### src/rtl/regfile.sv
// regfile: 32 x 32-bit general-purpose register file.
// One synchronous write port and two independent combinational read ports.
// Register 0 always reads as zero, and writes to it are dropped.
module regfile #(
  parameter int DATA_WIDTH = 32,
  parameter int ADDR_WIDTH = 5
) (
  input  logic                  clock,
  input  logic                  ctrl_reset,
  input  logic                  ctrl_writeEn,
  input  logic [ADDR_WIDTH-1:0] ctrl_writeReg,
  input  logic [ADDR_WIDTH-1:0] ctrl_readRegA,
  input  logic [ADDR_WIDTH-1:0] ctrl_readRegB,
  input  logic [DATA_WIDTH-1:0] data_writeReg,
  output logic [DATA_WIDTH-1:0] data_readRegA,
  output logic [DATA_WIDTH-1:0] data_readRegB
);

  localparam int NUM_REGS = 2 ** ADDR_WIDTH;

  logic [NUM_REGS-1:0]   writeDecode;
  logic [DATA_WIDTH-1:0] regs [NUM_REGS];
  logic [DATA_WIDTH-1:0] readA;
  logic [DATA_WIDTH-1:0] readB;

  // One-hot write select, gated by the enable, with entry 0 never selected.
  always_comb begin
    // NOTE: assign a default first so every path drives the signal and no latch is inferred.
    writeDecode = '0;
    if (ctrl_writeEn) begin
      writeDecode[ctrl_writeReg] = 1'b1;
    end
    writeDecode[0] = 1'b0;
  end

  // Register storage: a synchronous clear takes priority over any write.
  always_ff @(posedge clock) begin
    if (ctrl_reset) begin
      // NOTE: this array is built from flops, not a RAM macro. Clearing every entry
      //       is cheap here and keeps unwritten registers free of X.
      for (int i = 0; i < NUM_REGS; i++) begin
        // NOTE: state uses non-blocking assignments so every flop samples pre-edge values.
        regs[i] <= '0;
      end
    end else begin
      for (int i = 1; i < NUM_REGS; i++) begin
        if (writeDecode[i]) begin
          regs[i] <= data_writeReg;
        end
      end
    end
  end

  // Read muxes: a purely combinational path. Index 0 is forced to zero. There is no
  // write bypass, so a read shows a new value only after the edge that writes it.
  always_comb begin
    readA = '0;
    readB = '0;
    if (ctrl_readRegA != '0) begin
      readA = regs[ctrl_readRegA];
    end
    if (ctrl_readRegB != '0) begin
      readB = regs[ctrl_readRegB];
    end
  end

  assign data_readRegA = readA;
  assign data_readRegB = readB;

endmodule

### config.mk
export PLATFORM = sky130hd
export DESIGN_NAME = regfile
export DESIGN_NICKNAME = d
export VERILOG_FILES = /design/src/rtl/regfile.sv
export SDC_FILE = /design/constraint.sdc
export NUM_CORES = 2
export LEC_CHECK = 0
export BUFFER_PORTS_ARGS = -buffer_cell sky130_fd_sc_hd__buf_2
export CORE_MARGIN = 1
export CORE_UTILIZATION = 40
export CTS_BUF_LIST = sky130_fd_sc_hd__clkbuf_8
export DETAILED_ROUTE_END_ITERATION = 7
export GPL_ROUTABILITY_DRIVEN = 0
export HOLD_SLACK_MARGIN = 0.1
export PLACE_DENSITY = 0.55
export REMOVE_ABC_BUFFERS = 1
export SYNTH_ARGS = -nofsm -noshare
export SYNTH_HDL_FRONTEND = slang
export SYNTH_SLANG_ARGS = --single-unit
### constraint.sdc
create_clock -name clock -period 2.9 [get_ports clock]
set_input_delay 0.58 -clock clock [delete_from_list [all_inputs] [get_ports clock]]
set_output_delay 0.58 -clock clock [all_outputs]
set_load 0.01 [all_outputs]
After elaboration in Yosys (flattened, before gate mapping)
Memories as Yosys holds them, arrays and structs flattened. Cells that the tools add are included.

RAM bits: 1024. Input port bits: 50. Bits in registers: 0. Output and inout bits: 64. Bits in latches: 0. Memories kept: 1. Memory bits (read-only): 0.

Memories: regs (words 32, width 32, rd ports 2, clocked after memory_dff 0, write ports 32, line 22) `logic [DATA_WIDTH-1:0] regs [NUM_REGS];`.

Muxes and demuxes: 131. Reductions and logical operators: 3. Shift-type cells: 0. Order comparisons: 2. Add/sub/neg operators: 0. $mul: 0. Divide/modulo/power cells: 0. Equality and inequality tests: 0. Bitwise logic cells: 31.

Operators with widths (number): $mux 32 (34); $mux 1 (96); $or 1x1->1 (31); $reduce_bool 5->1 (2); $lt 5x6->1 const B (1); $demux 1 s5 (1); $ge 5x1->1 const B (1); $logic_and 1x1->1 (1).

Logic depth before layout (Yosys ltp)
Depth in word-level cells: 9. Mapped depth: 10. Depth with buffers taken out: 5.

Worst setup path after synthesis
Ideal clock, no wire load.

Kind: input port to flip-flop. Start point: input port ctrl_writeReg[1]. End point: memory regs[20][0] (enable). Slack: -0.148 ns. Stages: 2. Setup time: 0.428 ns. Arrival time: 2.620 ns. Required time: 2.472 ns. Cell sequence: or3b_2 o21bai_1.

RTL lines: from (decl) (line 11) `input logic [ADDR_WIDTH-1:0] ctrl_writeReg,`; to (decl) (line 22).

==> results.py <==
metrics = {
    "outcome": {
        "run_status": "complete, but fails checks",
        "violations": "setup timing",
    },
    "run": {
        "max_cap_viol_count": 0,
    },
    "cts": {
        "cts_tree": "built",
        "hold_buffers": 0,
        "htree_levels": 4,
        "clockBufferDepth": 3,
        "clkSlewWorstSetupHoldPaths_ns": 0.06,
        "clock_sinks": 992,
        "cts-root-buf": "clkbuf_8",
        "numCtsBuffers": 168,
    },
    "timing": {
        "fmax_mhz": 317.1,
        "min_period_over_period_pct": 108.7,
        "hold_violations": 0,
        "slew_viol_final": 0,
        "finalSetupViolCount": 61,
        "slew_headroom_pct": 43.13,
        "period_minus_slack_ns": 3.153,
        "worst_hold_slack_ns": 0.2353,
        "rsz0062_at_grt": "yes",
        "tns_ns": -5.060,
        "tightestPinTransition_ns": 0.8530,
        "setup_ws_ns": -0.2534,
    },
    "routing": {
        "drtAntennaViolNets": 0,
        "vias_per_cell": 6.114,
        "first_iter_violations": 3749,
        "wl_per_cell_microns": 31.29,
        "via_count": 33260,
        "drc": 0,
        "dr.pass1.iters": 6,
        "routed_wl_mm": 170.2,
    },
    "placed_design": {
        "port_buffers": 113,
        "hpwl_mm": 102.8,
        "dpl_worst_slack_ns": -0.2132,
    },
    "layout": {
        "largest_register_ffs": 992,
        "drive_gt1_share_pct": 39.39,
        "nNetsFinal": 3735,
        "regMostFlops": "regs",
        "n_fill_cell": 10610,
        "final_core_util_pct": 48.32,
        "layout-area-overhead-vs-synth_pct": 19.15,
        "top_regs": "regs (992)",
    },
    "worst_setup_path": {
        "cp_data_arrival_time_ns": 2.57,
        "crit_start": "regs[27][11]",
        "startpoint_type": "register",
        "crit_type": "register to primary output",
        "required_ns": 2.32,
        "worstPathMaxFanout": 2,
        "cp-end-kind": "primary output",
    },
    "power_and_ir_drop": {
        "vdd_drop_max_mv": 0.4153,
        "total_power_mw": 34.42,
        "p_leak_nw": 20.59,
        "p_per_area_mw_per_mm2": 582.2,
    },
    "die": {
        "pin_count": 114,
        "core.rowCount": 128,
        "core_area_sq_mm": 0.1224,
        "fp.dieH_microns": 354.2,
        "die_w_microns": 354.2,
        "initial_core_util_pct": 40.55,
        "die-area_sq_mm": 0.1255,
    },
    "synthesis": {
        "ys_warn_count": 0,
        "yosys-top-cells-count": "edfxtp_1 (992), nor2_1 (590), mux4_2 (411), nand2_1 (256), clkbuf_1 (163)",
        "synth-edff-count": 992,
        "synth-async-reset-ratio_pct": 0,
        "synthTopCellsByArea": "edfxtp_1 (60%), mux4_2 (19%), nor2_1 (4.5%)",
        "synth.most_common_cell": "edfxtp_1",
        "yosys.cell_types.count": 41,
        "synthCells": 3367,
        "synth_area_sq_mm": 0.04962,
        "ys_seq_area_share_pct": 60.03,
        "synthDominantCellAreaShare_pct": 60.03,
        "syn_area_per_cell_sq_um": 14.74,
        "synth_flop_cell": "edfxtp_1",
        "ys_ff_latch": 992,
        "yosysTopAreaCell": "edfxtp_1",
    },
    "grt": {
        "grt_pass1_vias": 33750,
        "antenna_found_initial": 3,
        "overflow": 0,
        "track_usage_pct": 27.02,
        "grt_max_degree": 53,
        "grt_pass1_wl_mm": 241.4,
    },
    "hold_path": {
        "hold_class": "primary input to register",
        "hold_end": "regs[14][2]",
        "hold_depth": 4,
        "hp-start": "data_writeReg[2]",
    },
}
==> final cells by class <==
class | count | area, sq um | share of cell area [%]
flip-flops and latches | 992 | 29790 | 50.39
multi-input cells | 2011 | 19430 | 32.87
repair buffers | 478 | 4676 | 7.909
well taps | 1625 | 2033 | 3.439
inverters | 34 | 130.1 | 0.2201
clock buffers | 177 | 2436 | 4.121
clock inverters | 119 | 618.1 | 1.045
diodes | 3 | 7.507 | 0.01270
==> worst max-delay path: stages (launching register included) <==
cell and delay (ns):
edfxtp_1 0.41, mux4_2 0.49, a22oi_2 0.18, nand3_2 0.14
nand2_2 0.09, o211ai_1 0.19, buf_2 0.21
==> cell families (layout without fill, tap and decap cells) <==
family | after synthesis | in the layout | synth area share (%)
flops | 992 | 992 | 60.03
other cells | 0 | 3 | 0
compound gates | 355 | 355 | 4.824
buf+inv | 364 | 808 | 3.505
mux | 614 | 614 | 22.94
simple gates | 1042 | 1042 | 8.697
==> layer usage <==
| layer | GRT usage (%) | wire length, microns | vias up |
|---|---|---|---|
| li1 | - | - | 13690 |
| met1 | 37.31 | 69710 | 17460 |
| met2 | 43.13 | 80860 | 1795 |
| met3 | 4.915 | 14620 | 316 |
| met4 | 9.190 | 5030 | 0 |
| met5 | 0 | 0 | - |
==> report_power, final <==
part	total (mW)	internal, mW	switching, mW
Sequential	17.3	16.8	0.494
Clock	11.8	5.98	5.85
Combinational	5.24	2.35	2.89
==> through the flow <==
step / cell area, sq um / cells
6_report: 59120 / 5439
4_1_cts: 58660 / 5432
3_3_place_gp: 54900 / 5142
5_1_grt: 59120 / 5439
2_1_floorplan: 48010 / 3037
3_5_place_dp: 54900 / 5142
==> how the worst max path moves through the flow <==
| stage | depth (start not counted) | slack (ns) | endpoint |
|---|---|---|---|
| floorplan | 5 | -0.50 | data_readRegB[31] |
| finish | 6 | -0.25 | data_readRegA[11] |
| CTS | 6 | -0.38 | data_readRegA[11] |
| global placement | 7 | -0.22 | data_readRegA[27] |
| detailed placement | 7 | -0.21 | data_readRegA[12] |
| global route | 6 | -0.37 | data_readRegA[11] |
==> what timing repair did <==
action | 4_1_cts | 5_1_grt
endpoints found under the setup margin | 64 | 64
hold endpoints to repair | 0 | 0
pin swaps | 94 | 55
resized for setup | 172 | 96
buffers inserted | 1 | 4
gates cloned | 0 | 1
==> cells in the final DEF (no fill, tap or decap), drive strengths merged, types with 5 or more instances in the layout <==
cell type,instances
o21ai,63
mux2i,127
o221ai,17
edfxtp,992
nand2b,53
o21bai,12
nor2,590
mux2,76
buf,477
a221oi,34
mux4,411
clkinv,71
o211ai,43
a21oi,137
a311oi,5
nor2b,42
nor3,42
clkbuf,178
a22oi,34
inv,75
nand2,256
nand3,42
Note: power is estimated with default switching activity, not from simulation.
